--- config.mk ---
export PLATFORM = sky130hd
export DESIGN_NAME = wishbone_ctrl_burst
export DESIGN_NICKNAME = d
export VERILOG_FILES = /design/src/rtl/wishbone_ctrl_pkg.sv /design/src/rtl/wishbone_ctrl_burst_watchdog.sv /design/src/rtl/wishbone_ctrl_burst.sv
export SDC_FILE = /design/constraint.sdc
export NUM_CORES = 1
export LEC_CHECK = 0
export CORE_MARGIN = 1.5
export CORE_UTILIZATION = 45
export DETAILED_ROUTE_END_ITERATION = 10
export DONT_BUFFER_PORTS = 1
export HOLD_SLACK_MARGIN = 0.08
export SYNTH_ARGS = -nofsm -noshare
export SYNTH_HDL_FRONTEND = slang
export SYNTH_HIERARCHICAL = 1
export SYNTH_SLANG_ARGS = --single-unit
--- constraint.sdc ---
create_clock -name clk_i -period 4.2 [get_ports clk_i]
set_clock_uncertainty 0.05 [all_clocks]
set_input_delay 0.63 -clock clk_i [delete_from_list [all_inputs] [get_ports clk_i]]
set_output_delay 0.63 -clock clk_i [all_outputs]
set_load 0.02 [all_outputs]
--- src/rtl/wishbone_ctrl_pkg.sv ---
// wishbone_ctrl_pkg: status/state types and width helpers shared by the burst controller
package wishbone_ctrl_pkg;
  typedef enum logic [1:0] {WB_OK = 2'd0, WB_ERR = 2'd1, WB_TIMEOUT = 2'd2} wb_status_t;
  typedef enum logic {S_IDLE = 1'b0, S_BUS = 1'b1} ctrl_state_t;
  function automatic int len_w(input int max_burst);
    return max_burst > 1 ? $clog2(max_burst) : 1;
  endfunction
  function automatic int wd_w(input int timeout);
    return timeout > 0 ? $clog2(timeout + 1) : 1;
  endfunction
endpackage

--- src/rtl/wishbone_ctrl_burst_watchdog.sv ---
// wb_beat_watchdog: acked-beat counter with last-beat flag and per-beat no-response watchdog
module wb_beat_watchdog import wishbone_ctrl_pkg::*; #(
  parameter int MAX_BURST = 16,
  parameter int TIMEOUT = 255,
  localparam int LEN_W = len_w(MAX_BURST),
  localparam int BEATS_W = $clog2(MAX_BURST) + 1
) (
  input  logic               clk_i,
  input  logic               rst_i,
  input  logic               load,
  input  logic [LEN_W-1:0]   len,
  input  logic               ack,
  input  logic               tick,
  output logic [BEATS_W-1:0] beat_cnt,
  output logic               last,
  output logic               expired
);
  localparam int WD_W = wd_w(TIMEOUT);
  localparam int TO_M1 = TIMEOUT > 0 ? TIMEOUT - 1 : 0;
  logic [LEN_W-1:0] len_q, len_d;
  logic [BEATS_W-1:0] beat_q, beat_d;
  logic [WD_W-1:0] wd_q, wd_d;
  always_comb begin
    len_d = load ? len : len_q;
    beat_d = load ? '0 : ack ? beat_q + BEATS_W'(1) : beat_q;
    wd_d = (load || ack) ? '0 : tick ? wd_q + WD_W'(1) : wd_q;
  end
  always_ff @(posedge clk_i) begin
    if (rst_i) begin
      len_q <= '0;
      beat_q <= '0;
      wd_q <= '0;
    end else begin
      len_q <= len_d;
      beat_q <= beat_d;
      wd_q <= wd_d;
    end
  end
  // expiry fires in the TIMEOUT-th silent cycle so the transition ends the bus phase on time
  assign expired = (TIMEOUT != 0) && (wd_q == WD_W'(TO_M1));
  assign last = beat_q == BEATS_W'(len_q);
  assign beat_cnt = beat_q;
endmodule

--- src/rtl/wishbone_ctrl_burst.sv ---
// wishbone_ctrl_burst: Wishbone B4 classic master running 1..MAX_BURST beat incrementing bursts
module wishbone_ctrl_burst import wishbone_ctrl_pkg::*; #(
  parameter int ADR_WIDTH = 16,
  parameter int DAT_WIDTH = 32,
  parameter int MAX_BURST = 16,
  parameter int TIMEOUT = 255,
  localparam int SEL_WIDTH = DAT_WIDTH / 8,
  localparam int LEN_W = len_w(MAX_BURST),
  localparam int BEATS_W = $clog2(MAX_BURST) + 1
) (
  input  logic                 clk_i,
  input  logic                 rst_i,
  input  logic                 req_valid,
  output logic                 req_ready,
  input  logic [ADR_WIDTH-1:0] req_adr,
  input  logic                 req_we,
  input  logic [SEL_WIDTH-1:0] req_sel,
  input  logic [LEN_W-1:0]     req_len,
  input  logic [DAT_WIDTH-1:0] wr_data,
  output logic                 wr_take,
  output logic [DAT_WIDTH-1:0] rd_data,
  output logic                 rd_valid,
  output logic                 done,
  output wb_status_t           status,
  output logic [BEATS_W-1:0]   beats,
  output logic                 cyc_o,
  output logic                 stb_o,
  output logic                 we_o,
  output logic [ADR_WIDTH-1:0] adr_o,
  output logic [SEL_WIDTH-1:0] sel_o,
  output logic [DAT_WIDTH-1:0] dat_o,
  input  logic [DAT_WIDTH-1:0] dat_i,
  input  logic                 ack_i,
  input  logic                 err_i
);
  ctrl_state_t state_q, state_d;
  logic bus, accept, beat_ok, fin_ok, fin_err, fin_to, fin, stay, last, expired;
  logic [BEATS_W-1:0] beat_cnt;
  logic cyc_q, cyc_d, we_q, we_d, rd_valid_q, rd_valid_d, done_q, done_d;
  logic [ADR_WIDTH-1:0] adr_q, adr_d;
  logic [SEL_WIDTH-1:0] sel_q, sel_d;
  logic [DAT_WIDTH-1:0] dat_q, dat_d, rd_data_q, rd_data_d;
  wb_status_t status_q, status_d;
  logic [BEATS_W-1:0] beats_q, beats_d;
  assign bus = state_q == S_BUS;
  assign req_ready = !rst_i && !bus;
  assign accept = req_valid && req_ready;
  // err wins over a simultaneous ack
  assign beat_ok = bus && ack_i && !err_i;
  assign fin_ok = beat_ok && last;
  assign fin_err = bus && err_i;
  assign fin_to = bus && !ack_i && !err_i && expired;
  assign fin = fin_ok || fin_err || fin_to;
  assign wr_take = (accept && req_we) || (beat_ok && we_q && !last);
  wb_beat_watchdog #(.MAX_BURST(MAX_BURST), .TIMEOUT(TIMEOUT)) u_wd (
    .clk_i(clk_i),
    .rst_i(rst_i),
    .load(accept),
    .len(req_len),
    .ack(beat_ok),
    .tick(bus && !ack_i && !err_i),
    .beat_cnt(beat_cnt),
    .last(last),
    .expired(expired)
  );
  always_ff @(posedge clk_i) begin
    if (rst_i) state_q <= S_IDLE;
    else state_q <= state_d;
  end
  always_comb begin
    state_d = bus ? (fin ? S_IDLE : S_BUS) : (accept ? S_BUS : S_IDLE);
  end
  always_comb begin
    stay = state_d == S_BUS;
    cyc_d = stay;
    we_d = accept ? req_we : stay && we_q;
    sel_d = accept ? req_sel : stay ? sel_q : '0;
    adr_d = accept ? req_adr : !stay ? '0 : beat_ok ? adr_q + ADR_WIDTH'(1) : adr_q;
    dat_d = accept ? (req_we ? wr_data : '0) : !stay ? '0 : (beat_ok && we_q) ? wr_data : dat_q;
    rd_valid_d = beat_ok && !we_q;
    rd_data_d = rd_valid_d ? dat_i : rd_data_q;
    done_d = fin;
    status_d = fin_err ? WB_ERR : fin_to ? WB_TIMEOUT : WB_OK;
    beats_d = fin_ok ? beat_cnt + BEATS_W'(1) : fin ? beat_cnt : '0;
  end
  always_ff @(posedge clk_i) begin
    if (rst_i) begin
      cyc_q <= 1'b0;
      we_q <= 1'b0;
      sel_q <= '0;
      adr_q <= '0;
      dat_q <= '0;
      rd_valid_q <= 1'b0;
      rd_data_q <= '0;
      done_q <= 1'b0;
      status_q <= WB_OK;
      beats_q <= '0;
    end else begin
      cyc_q <= cyc_d;
      we_q <= we_d;
      sel_q <= sel_d;
      adr_q <= adr_d;
      dat_q <= dat_d;
      rd_valid_q <= rd_valid_d;
      rd_data_q <= rd_data_d;
      done_q <= done_d;
      status_q <= status_d;
      beats_q <= beats_d;
    end
  end
  assign cyc_o = cyc_q;
  assign stb_o = cyc_q;
  assign we_o = we_q;
  assign sel_o = sel_q;
  assign adr_o = adr_q;
  assign dat_o = dat_q;
  assign rd_valid = rd_valid_q;
  assign rd_data = rd_data_q;
  assign done = done_q;
  assign status = status_q;
  assign beats = beats_q;
endmodule

==> results.toml, run 1 <==
[worst_setup_path]
r2r_start = "cyc_o"
arrival_ns = 2.47
startpoint = "cyc_o"
worstPathMaxFanout = 16
worstSetupPathType = "flip-flop to primary output"
r2r_setup_slack_ns = 1.39
required_ns = 3.52
rr_endpoint = "dat_o[25]"
ff2ff_path_depth = 6
startpoint_type = "flip-flop"
cp-end-kind = "primary output"

[sta]
slew_viol_final = 0
setup_tns_ns = 0
hold_viol = 0
fin_crit_ns = 3.152
finalHoldWorstSlack_ns = 0.2796
period_share_pct = 75.04
tightest_slew_ns = 1.209
max_freq_ghz = 0.3173
fin_ws_ns = 1.048
setup_violations = 0
rsz0062_at_grt = "no"
max_slew_margin_pct = 19.33

[drt]
viasPerCell = 5.832
wl_um = 11410
wl_per_cell_um = 17.92
dr.pass1.iters = 6
drtAntennaViolNets = 0
drtIter0Drc = 289
drc = 0
num_vias = 3715

[logic_synthesis]
synth_edf_count = 0
synth.avg_cell_area_sq_um = 8.694
yosys.area.top_type = "dfxtp_1"
synth_cell_types = 55
synthCells = 523
synth_fp_nets = 622
yosysWarnings = 6
netlist.area_leader.share_pct = 49.31
netlist_area_sq_um = 4547
yosys-top-cells-area = "dfxtp_1 49%, nand2_1 6.8%, a22oi_1 6.6%"
ys_async_sr_fraction_pct = 0
ys.flop_type = "dfxtp_1"
ys_ff_latch = 112
ys_seq_area_share_pct = 49.31

[pwr]
max-vdd-ir-drop_mv = 0.1836
p_total_mw = 1.876
leakagePower_nw = 1.624
powerDensity_nw_per_um2 = 395.3

[cts]
cts.repair.resized = 0
cts_sinks = 112
cts_setup_buffers = 0
cts_htree_levels = 3
cts_buffers = 9
path_clk_slew_ns = 0.10
cts_tree = "done"
ctsLongestPathBuffers = 2
cts_hold_buf = 0
clk_latency_ns = 0.36
clock-root-buffer = "clkbuf_8"

[min_path]
holdCritStartpoint = "rst_i"
hold_class = "input port to flip-flop"
min_path_cells = 1
whs_endpoint = "u_wd/len_q[2]"

[place]
placed_cell_area_sq_um = 4549
dp_cells = 622
place_congestion = 0.7588
dp_hpwl_um = 7825
port_buffers = 0
pre_cts_slack_ns = 1.393

[final_layout]
nFillCells = 966
fin_nets = 599
syn2layout_area_growth_pct = 4.348
finish.utilization_pct = 48.54
drive_gt1_share_pct = 6.151
diodes = 0
finalInstanceArea_sq_um = 4745
final_cells = 637

[grt]
grt_pass1_vias = 3428
grt_max_degree = 103
grt-ovfl-total = 0
grt_usage_pct = 20.78
grt_pass1_wl_um = 17930
antenna_found_initial = 0

[floorplanning]
fp.dieH_um = 103.5
ios = 192
rows = 36
die_width_um = 103.5
start_util_pct = 46.52
core_area_sq_um = 9774
die_area_sq_um = 10720

[status]
status = "complete, no violations"

[job]
maxCapViolations = 0
[report_power, final]
group	internal (mW)	switching, mW
clock	0.293	0.351
sequential	1.08	0.0490
combinational	0.0398	0.0592
total	1.42	0.459
[sequential cells by signal, summed over array words and instances (netlist names), 2 cells and up]
signal and count:
adr_o 16, beats 5, dat_o 32, rd_data 32, sel_o 4, status 2, u_wd/beat_cnt 5, u_wd/len_q 4
u_wd/wd_q 8
[layout make-up]
cell class	instances	area [sq um]	share of cell area (%)
clock buffer	11	141.4	2.980
sequential	112	2242	47.26
clock inverter	4	53.80	1.134
multi-input combinational	370	2103	44.33
inverter	4	15.01	0.3165
timing repair buffer	3	22.52	0.4747
tap	133	166.4	3.507
[synth_stat cells (8+ instances only)]
master and n:
dfxtp_1 112, nand2_1 82, nor2_1 72, a21oi_1 48, a22oi_1 40, clkbuf_1 18, nand3_1 13, nand4_1 10
nor3_1 10, buf_2 8, mux2i_1 8, or3_1 8, xor2_1 8
[logic make-up (layout without fill, tap and decap cells)]
group / Yosys count / in the layout / share of synthesized area, %
xor gates and xnor gates: 14 / 14 / 2.697
adders and majority gates: 5 / 5 / 1.376
AOI/OAI and AO/OA: 124 / 124 / 18.02
DFF: 112 / 112 / 49.31
and+or+nand+nor: 218 / 218 / 21.82
buffers and inverters: 41 / 22 / 4.678
muxes: 9 / 9 / 2.091
[per-layer routing]
| metal | vias up | wire, um | global-route usage [%] |
|---|---|---|---|
| met2 | 170 | 5695 | 34.67 |
| li1 | 1767 | - | - |
| met5 | - | 0 | 0 |
| met4 | 0 | 159 | 7.837 |
| met1 | 1765 | 4479 | 25.14 |
| met3 | 13 | 1078 | 6.482 |
[critical path, cell delays in order (launching register included)]
cell and delay, ns:
dfxtp_1 0.78, nand3b_1 0.24, or2_1 0.34, o21ai_2 0.74
[cell usage in the layout (no fill, tap or decap), types with 3 or more instances in the layout]
master / count
clkbuf_8: 10
o21bai_1: 3
a22oi_1: 40
xnor2_1: 6
nor3_1: 10
a31oi_1: 6
a21o_1: 4
mux2i_1: 8
nand3_1: 13
or3_1: 8
buf_4: 3
inv_1: 4
o21ai_0: 4
and3_1: 3
nor2_2: 3
nand4_1: 10
or2_1: 4
nand2_1: 82
a21oi_1: 48
dfxtp_1: 112
ha_1: 5
xor2_1: 8
nor2_1: 70
[worst max path at each step]
stage	to	slack (ns)	cells past startpoint
after floorplan	req_ready	1.97	4
after global placement	dat_o[20]	1.50	6
after detailed placement	dat_o[25]	1.39	6
after CTS	wr_take	1.03	3
after global routing	wr_take	0.84	3
final	wr_take	1.05	3
Note: power is estimated with default switching activity, not from simulation.
==> inputs of run 2 (changes only) <==
- clock period: 4.2 -> 3 ns (I/O delays scaled with it)
==> results.toml, run 2 (same netlist as run 1, synthesis figures left out) <==
[status]
status = "complete, no violations"

[worst_setup_path]
worstPathMaxFanout = 30
startpoint_type = "flip-flop"
rr_endpoint = "beats[4]"
worstSetupPathType = "flip-flop to primary output"
r2r_setup_slack_ns = 0.66
arrival_ns = 2.20
required_ns = 2.50
r2r_start = "u_wd/beat_cnt[0]"
cp-end-kind = "primary output"
ff2ff_path_depth = 7

[sta]
slew_viol_final = 0
fin_ws_ns = 0.2985
max_freq_ghz = 0.3702
period_share_pct = 90.05
hold_viol = 0
fin_crit_ns = 2.702
finalHoldWorstSlack_ns = 0.1030
tightest_slew_ns = 1.060
setup_violations = 0
max_slew_margin_pct = 29.19
setup_tns_ns = 0
rsz0062_at_grt = "no"

[place]
place_congestion = 0.7834
port_buffers = 0
placed_cell_area_sq_um = 4572
dp_cells = 625
pre_cts_slack_ns = 0.6823
dp_hpwl_um = 7715

[final_layout]
syn2layout_area_growth_pct = 6.329
finalInstanceArea_sq_um = 4835
finish.utilization_pct = 49.46
drive_gt1_share_pct = 6.796
mostFrequentLayoutCell = "dfxtp_1"
final_cell_mix = "112 x dfxtp_1, 82 x nand2_1, 70 x nor2_1"
diodes = 0
final_cells = 648
fin_nets = 609

[pwr]
p_total_mw = 2.617
leakagePower_nw = 1.670
powerDensity_nw_per_um2 = 541.2
max-vdd-ir-drop_mv = 0.2663

[drt]
wl_um = 11980
wl_per_cell_um = 18.49
drc = 0
drtAntennaViolNets = 0
num_vias = 3744
viasPerCell = 5.778
dr.pass1.iters = 4
drtIter0Drc = 197

[floorplanning]
fp.dieH_um = 103.5
die_width_um = 103.5
ios = 192
rows = 36
start_util_pct = 46.52
core_area_sq_um = 9774
die_area_sq_um = 10720

[grt]
grt-ovfl-total = 0
grt_usage_pct = 21.96
grt_pass1_wl_um = 18580
grt_pass1_vias = 3517
grt_max_degree = 40
antenna_found_initial = 0

[job]
maxCapViolations = 0

[cts]
cts_sinks = 112
cts_htree_levels = 3
clk_latency_ns = 0.37
clock-root-buffer = "clkbuf_8"
cts.repair.resized = 0
ctsLongestPathBuffers = 2
path_clk_slew_ns = 0.10
cts_buffers = 9
cts_tree = "done"

[min_path]
hold_class = "input port to flip-flop"
holdCritStartpoint = "rst_i"
whs_endpoint = "adr_o[12]"
min_path_cells = 1
-- run 2: final cells by class --
class / count / area [sq um]
fillers: 949 / 4940
flip-flops and latches: 112 / 2242
repair buffers: 13 / 125.1
clock inverters: 4 / 37.54
well taps: 133 / 166.4
inverters: 4 / 15.01
multi-input cells: 370 / 2103
clock buffers: 12 / 145.1
-- run 2: critical path, cell delays in order (launching register included) --
cell and delay, ns:
dfxtp_1 0.55, xnor2_1 0.16, nand3_1 0.11, nor3_1 0.36, or2_1 0.31, o21ai_2 0.09
buf_4 0.24
-- run 2: repair_timing --
action,4_1_cts,5_1_grt
endpoints found under the setup margin,0,0
hold buffers,6,1
buffers inserted,0,0
endpoints found under the hold margin,40,5
-- run 2: metal layers --
| layer | GRT usage, % | part of all wire [%] |
|---|---|---|
| met5 | 0 | 0 |
| met1 | 26.18 | 43 |
| met3 | 7.741 | 9.0 |
| met4 | 7.044 | 1.3 |
| met2 | 37.00 | 47 |
-- run 2: report_power, final --
group	internal, mW	switching, mW	leakage [nW]
combinational	0.0659	0.113	0.670
clock	0.339	0.518	0.0931
sequential	1.52	0.0636	0.906
-- run 2: worst max path at each step --
| stage | startpoint | to | slack [ns] | depth (start not counted) |
|---|---|---|---|---|
| global route | u_wd/beat_cnt[0] | wr_take | 0.15 | 6 |
| CTS | u_wd/beat_cnt[0] | wr_take | 0.29 | 6 |
| finish | u_wd/beat_cnt[0] | wr_take | 0.30 | 6 |
| floorplan | u_wd/beat_cnt[0] | beats[4] | 1.08 | 8 |
| global placement | u_wd/beat_cnt[0] | wr_take | 0.76 | 6 |
| detailed placement | u_wd/beat_cnt[0] | beats[4] | 0.68 | 7 |
==> inputs of run 3 (changes only) <==
- CAP_MARGIN: not set -> 20
==> results.toml, run 3 (same netlist as run 1, synthesis figures left out) <==
[place]
place_congestion = 0.7834
port_buffers = 0
placed_cell_area_sq_um = 4572
dp_cells = 625
dp_hpwl_um = 7715

[sta]
hold_viol = 0
rsz0062_at_grt = "no"
setup_tns_ns = 0
setup_violations = 0
finalHoldWorstSlack_ns = 0.1037
period_share_pct = 89.63
max_slew_margin_pct = 39.31
tightest_slew_ns = 0.9074
fin_crit_ns = 2.689
slew_viol_final = 0
max_freq_ghz = 0.3719

[drt]
viasPerCell = 5.727
wl_um = 12000
wl_per_cell_um = 18.48
num_vias = 3717
drtIter0Drc = 222
drtAntennaViolNets = 0
dr.pass1.iters = 4
drc = 0

[final_layout]
fin_nets = 610
mostFrequentLayoutCell = "dfxtp_1"
final_cell_mix = "112 x dfxtp_1, 82 x nand2_1, 70 x nor2_1"
drive_gt1_share_pct = 6.977
diodes = 0
final_cells = 649
finalInstanceArea_sq_um = 4862
syn2layout_area_growth_pct = 6.934

[worst_setup_path]
worstSetupPathType = "flip-flop to primary output"
worstPathMaxFanout = 30
required_ns = 2.50
cp-end-kind = "primary output"
arrival_ns = 2.19
rr_endpoint = "beats[4]"
cpPeakStageDelay_ns = 0.54
cpMaxStageDelayCell = "dfxtp_1"
r2r_start = "u_wd/beat_cnt[0]"
cpLargestDelayFamily = "simple AND/OR/NAND/NOR gates"
startpoint = "u_wd/beat_cnt[0]"
r2r_setup_slack_ns = 0.67
startpoint_type = "flip-flop"
ff2ff_path_depth = 7
cp_num_cells = 6
cp_cell_sequence = "xnor2_1, nand3_1, nor3_1, or2_1, o21ai_2, buf_4"
crit_buf_inv = 1

[grt]
grt_usage_pct = 21.96
grt-ovfl-total = 0
grt_max_degree = 40
antenna_found_initial = 0
grt_pass1_wl_um = 18580
grt_pass1_vias = 3517

[floorplanning]
rows = 36
die_width_um = 103.5
core_area_sq_um = 9774
ios = 192
fp.dieH_um = 103.5
start_util_pct = 46.52
die_area_sq_um = 10720

[pwr]
p_sw_uw = 694.8
p_total_mw = 2.619
seq_power_share_pct = 60.4
powerDensity_nw_per_um2 = 538.7
power.internal_mw = 1.925
leakagePower_nw = 1.684
switching_share_pct = 26.52
max-vdd-ir-drop_mv = 0.2662
clkPwrFrac_pct = 32.7
pwr-share-comb_pct = 6.9

[min_path]
whs_endpoint = "adr_o[12]"
min_path_cells = 1
hold_class = "input port to flip-flop"
holdCritStartpoint = "rst_i"

[cts]
clock-root-buffer = "clkbuf_8"
ctsLongestPathBuffers = 2
cts_sinks = 112
clk_latency_ns = 0.37
cts_htree_levels = 3
path_clk_slew_ns = 0.10
cts_buffers = 9
cts_tree = "done"

[status]
status = "complete, no violations"

[job]
maxCapViolations = 0
[run 3: cell types whose count changed in the layout (fill, tap and decap cells not counted), sizes merged]
cell / previous run / this run
buf: 7 / 8
[run 3: worst max path at each step]
stage,to
floorplan,beats[4]
global placement,wr_take
detailed placement,beats[4]
CTS,wr_take
global route,wr_take
finish,wr_take
[run 3: area by class of cell]
type                       instances  area [sq um]
inverter                           4         15.01
sequential                       112          2242
multi-input combinational        370          2103
fill                             943          4912
clock inverter                     4         37.54
clock buffer                      12         145.1
timing repair buffer              14         152.6
tap                              133         166.4
[run 3: layer usage]
layer  vias up  track usage, %  routed length [um]
met5         -               0                   0
met4         0           7.044                 152
met3        14           7.741                1090
met2       154           37.00                5653
met1      1755           26.18                5099
li1       1794               -                   -
[run 3: through the flow]
step | setup slack, ns | utilization (%)
6_report | 0.3111 | 49.74
5_1_grt | 0.1487 | 49.74
4_1_cts | 0.2902 | 49.36
3_5_place_dp | 0.6823 | 46.77
3_3_place_gp | 0.7631 | 46.77
2_1_floorplan | 1.084 | -
[run 3: worst register-to-register path, stage by stage (launching register included)]
cell and delay (ns):
dfxtp_1 0.54, xnor2_1 0.17, nand3_1 0.11, nor3_1 0.35, and4b_1 0.37, nand2_1 0.14, or3_1 0.36, a21oi_1 0.18
[run 3: power groups by stage]
stage | clock [mW] | sequential, mW | combinational [mW]
2_1_floorplan | 0 | 1.61 | 0.147
3_3_place_gp | 0 | 1.62 | 0.142
3_5_place_dp | 0 | 1.62 | 0.146
4_1_cts | 0.883 | 1.58 | 0.177
5_1_grt | 0.945 | 1.59 | 0.200
6_report | 0.857 | 1.58 | 0.181
[run 3: what timing repair did]
action / in CTS / in global routing
hold endpoints to repair: 40 / 5
gates resized for setup: 0 / 0
hold buffers: 6 / 1
buffers inserted: 0 / 0
==> patch 1, RTL diff (config.mk and constraints of run 2) <==
The parameter `ADR_WIDTH` goes from 16 to 24.
--- a/src/rtl/wishbone_ctrl_burst.sv
+++ b/src/rtl/wishbone_ctrl_burst.sv
@@ -1,6 +1,6 @@
 // wishbone_ctrl_burst: Wishbone B4 classic master running 1..MAX_BURST beat incrementing bursts
 module wishbone_ctrl_burst import wishbone_ctrl_pkg::*; #(
-  parameter int ADR_WIDTH = 16,
+  parameter int ADR_WIDTH = 24,
   parameter int DAT_WIDTH = 32,
   parameter int MAX_BURST = 16,
   parameter int TIMEOUT = 255,
Interface: changed (resized adr_o and req_adr); port bits go from 192 to 208. The function was not compared with the original's and may differ.
==> patch 1 against run 2 <==
Area after synthesis rose by 12%. Count of clock-buffer cells in the layout rose by 9. Sequential cell count rose by 8. Design area rose by 19%. First-iteration DRC count rose by 9.6%. Via count rose by 12%. Worst setup slack improved by 290 ps. Core utilization rose by 3.0 points. Register-to-register slack improved by 110 ps. Power rose by 51%. Global-route usage fell by 0.58 points. Worst hold slack got worse by 6.8 ps. Non-clock buffer count fell by 1. Wire length rose by 6.1%.
==> patch 1: results (changes against run 2) <==
Outcome -> finished, final reports clean (unchanged)
Hold depth -> 2 (was 1)
Clock Tree Buf Depth -> 2 (unchanged)
Sequential share of the synthesized area -> 0.4733 (was 0.4931)
N_diodes -> 0 (unchanged)
Layout Nets -> 707 (was 609)
Avg Inst Size Synth -> 8.294 sq um (was 8.694 sq um)
Largest net degree at the start of global routing -> 65 (was 40)
Via density -> 5.592 (was 5.778)
R2R Path End -> dat_o[8] (was beats[4])
R2R depth -> 8 (was 7)
Pre-CTS WS -> 793.4 ps (was 682.3 ps)
Worst Tran Pin Value -> 776.2 ps (was 1060 ps)
Root buffer cell -> clkbuf_16 (was clkbuf_8)
Syn nets -> 719 (was 622)
Worst EP arrival -> 1910 ps (was 2200 ps)
Endpoint, Worst Hold -> status[0] (was adr_o[12])
CTS Hold Buffers Added -> 2 (was 6)
Clk slew on worst S/H paths -> 50 ps (was 100 ps)
Setup WS post-layout -> 591.9 ps (was 298.5 ps)
Setup bufs post-CTS -> 0 (unchanged)
Netlist cell types -> 56 (was 55)
WL final -> 12710 microns (was 11980 microns)
Cts repair resizes -> 0 (unchanged)
Synth top cells by count -> 151 x nand2_1, 120 x dfxtp_1, 77 x a21oi_1 (was 112 x dfxtp_1, 82 x nand2_1, 72 x nor2_1)
Antenna violations before repair -> 0 (unchanged)
Fill cell count -> 1051 (was 949)
CP Max Fanout -> 9 (was 30)
Share of cells above drive strength 1 -> 0.09672 (was 0.06796)
Peak VDD IR -> 416.9 uV (was 266.3 uV)
Hpwl dp -> 8543 microns (was 7715 microns)
CP max stage cell -> nor2_1 (was dfxtp_1)
Final Wtd Congestion -> 0.7815 (was 0.7834)
Vias in the first global route -> 3892 (was 3517)
Main area contributors after synthesis -> dfxtp_1 47%, nand2_1 11%, a21oi_1 7.6%, nor2_1 3.3%, xor2_1 2.8% (was dfxtp_1 49%, nand2_1 6.8%, a22oi_1 6.6%, nor2_1 5.9%, a21oi_1 5.3%)
Port bufs -> 0 (unchanged)
Synth Warn # -> 6 (unchanged)
Gr usage total -> 0.2138 (was 0.2196)
Reg2Reg Launch Point -> u_wd/beat_cnt[2] (was u_wd/beat_cnt[0])
Reg2reg setup slack -> 770 ps (was 660 ps)
H-tree depth -> 4 (was 3)
Crit. Startpoint -> cyc_o (was u_wd/beat_cnt[0])
Worst-skew pair later-pin latency -> 410 ps (was 370 ps)
First-pass GRT wire length -> 19410 microns (was 18580 microns)
Post-place instance area -> 5107 sq um (was 4572 sq um)
Hold Crit Start -> err_i (was rst_i)
Hold WC Path Type -> input port to register (unchanged)
Async SR Flop Fraction -> 0 (unchanged)
DRT iter0 DRCs -> 216 (was 197)
DRT Pass-1 Iters -> 4 (unchanged)
Worst Setup EP -> wr_take (unchanged)
Crit-path leading delay family -> simple AND/OR/NAND/NOR gates (unchanged)
Non-Filler Instances -> 750 (was 648)
Hold WS -> 96.25 ps (was 103.0 ps)
Slowest cell delay on critical path -> 360 ps (was 550 ps)
CTS Buf Count -> 17 (was 9)
Leakage -> 0.002117 uW (was 0.001670 uW)
-- patch 1: cell types whose count changed after synthesis, moves of 6 or more --
| cell | delta |
|---|---|
| a21oi_1 | +29 |
| a22oi_1 | -30 |
| buf_2 | +9 |
| dfxtp_1 | +8 |
| nand2_1 | +69 |
| nor2_1 | -28 |
| nor3_1 | +6 |
| o21ai_1 | +6 |
| xor2_1 | +8 |
-- patch 1: layer usage --
layer | vias up | routed length (microns) | GRT usage
met1 | 1955 | 5256 | 0.2520
li1 | 2070 | - | -
met4 | 0 | 217 | 0.09276
met5 | - | 0 | 0
met3 | 20 | 1051 | 0.08906
met2 | 149 | 6185 | 0.3406
-- patch 1: report_power, final --
group / internal, uW / leakage [uW] / switching (uW) / total, uW
logic: 71.1 / 0.000862 / 120 / 191
registers: 1640 / 0.000972 / 84.7 / 1720
clock network: 1350 / 0.000283 / 689 / 2040
-- patch 1: layout make-up --
| cell class | count | area [sq um] | share of cell area |
|---|---|---|---|
| clock buffer | 21 | 470.5 | 0.08199 |
| clock inverter | 8 | 122.6 | 0.02137 |
| inverter | 2 | 7.507 | 0.001308 |
| multi-input combinational | 447 | 2447 | 0.4265 |
| sequential | 120 | 2402 | 0.4187 |
| tap | 140 | 175.2 | 0.03053 |
| timing repair buffer | 12 | 112.6 | 0.01962 |
-- patch 1: kinds of logic (layout without fill, tap and decap cells) --
kind of cell | after synthesis | in the layout | synth area share
flip-flops | 120 | 120 | 0.4733
adder cells (fa/ha/maj) | 5 | 5 | 0.01232
buffers and inverters | 45 | 43 | 0.04560
AND/OR/NAND/NOR | 280 | 280 | 0.2568
AO/OA/AOI/OAI | 130 | 130 | 0.1526
multiplexers | 10 | 10 | 0.02144
XOR/XNOR | 22 | 22 | 0.03796
==> patch 2, RTL diff (config.mk and constraints of run 2) <==
Without the edit above. Reset style: asynchronous (`rst_i`), changed in 3 clocked blocks.
--- a/src/rtl/wishbone_ctrl_burst_watchdog.sv
+++ b/src/rtl/wishbone_ctrl_burst_watchdog.sv
@@ -25,7 +25,7 @@
     beat_d = load ? '0 : ack ? beat_q + BEATS_W'(1) : beat_q;
     wd_d = (load || ack) ? '0 : tick ? wd_q + WD_W'(1) : wd_q;
   end
-  always_ff @(posedge clk_i) begin
+  always_ff @(posedge clk_i or posedge rst_i) begin
     if (rst_i) begin
       len_q <= '0;
       beat_q <= '0;
--- a/src/rtl/wishbone_ctrl_burst.sv
+++ b/src/rtl/wishbone_ctrl_burst.sv
@@ -63,7 +63,7 @@
     .last(last),
     .expired(expired)
   );
-  always_ff @(posedge clk_i) begin
+  always_ff @(posedge clk_i or posedge rst_i) begin
     if (rst_i) state_q <= S_IDLE;
     else state_q <= state_d;
   end
@@ -83,7 +83,7 @@
     status_d = fin_err ? WB_ERR : fin_to ? WB_TIMEOUT : WB_OK;
     beats_d = fin_ok ? beat_cnt + BEATS_W'(1) : fin ? beat_cnt : '0;
   end
-  always_ff @(posedge clk_i) begin
+  always_ff @(posedge clk_i or posedge rst_i) begin
     if (rst_i) begin
       cyc_q <= 1'b0;
       we_q <= 1'b0;
Function: differs if rst_i is asserted again (counterexample within 4 cycles, from zero or initial values and one cycle with rst_i high); with rst_i held inactive, the same outputs for 10 cycles.
==> patch 2 against run 2 <==
Sequential cell count did not move. Area after synthesis increased by 10%. Die area rose by 10%. First-iteration DRC count grew 46%. Worst setup slack better by 160 ps. Critical path depth decreased by 1. Fmax up 6.2%. Core utilization is essentially flat. Largest cell class unchanged. Wire length down 1.3%. Global-route usage decreased by 1.8 points. Design area is 11% higher.
Power is not compared: it rests on default switching activity, and its combinational part moved more than twofold at a synthesized area within 25%.
==> patch 2: results (changes against run 2) <==
Sequential share of the synthesized area -> 0.5589 (was 0.4931)
Worst EP arrival -> 2040 ps (was 2200 ps)
Synth top cells by count -> 112 x dfrtp_1, 85 x nand2_1, 48 x a21oi_1 (was 112 x dfxtp_1, 82 x nand2_1, 72 x nor2_1)
Core Area -> 10840 sq um (was 9774 sq um)
Adder-Cell Fraction of Synth Area -> 0.01248 (was 0.01376)
DRT iter0 DRCs -> 287 (was 197)
Root buffer cell -> clkbuf_8 (unchanged)
Reg2reg setup slack -> 620 ps (was 660 ps)
Slew headroom -> 0.5432 (was 0.2919)
CP Max Fanout -> 11 (was 30)
Async SR Flop Fraction -> 1.000 (was 0)
Area share of xor/xnor cells in the synthesized design -> 0.01572 (was 0.02697)
Post-place instance area -> 5137 sq um (was 4572 sq um)
N_diodes -> 0 (unchanged)
R2R depth -> 8 (was 7)
Wire per inst -> 19.40 microns (was 18.49 microns)
Crit. Startpoint -> cyc_o (was u_wd/beat_cnt[0])
Outcome -> finished, final reports clean (unchanged)
Fill cell count -> 1016 (was 949)
DRT Pass-1 Iters -> 5 (was 4)
Largest net degree at the start of global routing -> 56 (was 40)
Gr usage total -> 0.2014 (was 0.2196)
WL final -> 11830 microns (was 11980 microns)
Avg Inst Size Synth -> 10.69 sq um (was 8.694 sq um)
First-pass GRT wire length -> 18290 microns (was 18580 microns)
Vias -> 3487 (was 3744)
Mux share of post-synthesis cell area -> 0.08533 (was 0.02091)
Post-placement cell count -> 593 (was 625)
Hpwl dp -> 8589 microns (was 7715 microns)
[patch 2: area by class of cell]
| cell class | count | area, sq um | share of cell area |
|---|---|---|---|
| flip-flops and latches | 112 | 2803 | 0.5230 |
| multi-input cells | 321 | 2036 | 0.3799 |
| well taps | 140 | 175.2 | 0.03269 |
| clock buffers | 10 | 137.6 | 0.02568 |
| repair buffers | 10 | 90.09 | 0.01681 |
| clock inverters | 6 | 73.82 | 0.01378 |
| inverters | 11 | 43.79 | 0.008172 |
[patch 2: worst min path at each step]
stage                                  end  cells past startpoint   startpoint  slack (ps)
final                            dat_o[31]                      2  wr_data[31]         150
after global routing             dat_o[20]                      2  wr_data[20]         130
after CTS                        dat_o[31]                      2  wr_data[31]         130
after detailed placement  u_wd/beat_cnt[3]                      1        rst_i         420
after global placement    u_wd/beat_cnt[3]                      1        rst_i         410
after floorplan           u_wd/beat_cnt[0]                      1        rst_i         330
[patch 2: cells by family after synthesis]
| logic type | after synthesis |
|---|---|
| DFF | 112 |
| muxes | 38 |
| adders and majority gates | 5 |
| and+or+nand+nor | 167 |
| xor gates and xnor gates | 9 |
| AOI/OAI and AO/OA | 102 |
| buffers and inverters | 36 |
[patch 2: what timing repair did]
item,CTS,global route
hold endpoints to repair,71,0
hold buffers,1,0
buffers inserted,0,0
[patch 2: layer usage]
layer | track usage | share of wire
met1 | 0.2488 | 0.41
met2 | 0.3284 | 0.47
met3 | 0.07113 | 0.11
met4 | 0.06673 | 0.012
met5 | 0 | 0
[patch 2: power groups by stage]
stage | sequential, uW | combinational (uW) | clock, uW
floorplan | 2640 | 850 | 0
global placement | 2730 | 990 | 0
detailed placement | 2760 | 1030 | 0
CTS | 2720 | 1030 | 982
global route | 2780 | 1150 | 1050
finish | 2710 | 1020 | 955
[patch 2: stage by stage]
stage | hold slack, ps | setup WS (ps)
2_1_floorplan | 326.1 | 22.98
3_3_place_gp | 410.5 | 801.4
3_5_place_dp | 416.7 | 662.4
4_1_cts | 126.3 | 466.5
5_1_grt | 127.6 | 294.9
6_report | 145.5 | 455.2
[patch 2: worst max-delay path, cell delays in order (launching register included)]
cell     delay (ps)
dfrtp_1         510
buf_4           250
nor3b_4         470
nand2_1         130
o21ai_0         120
buf_4           190
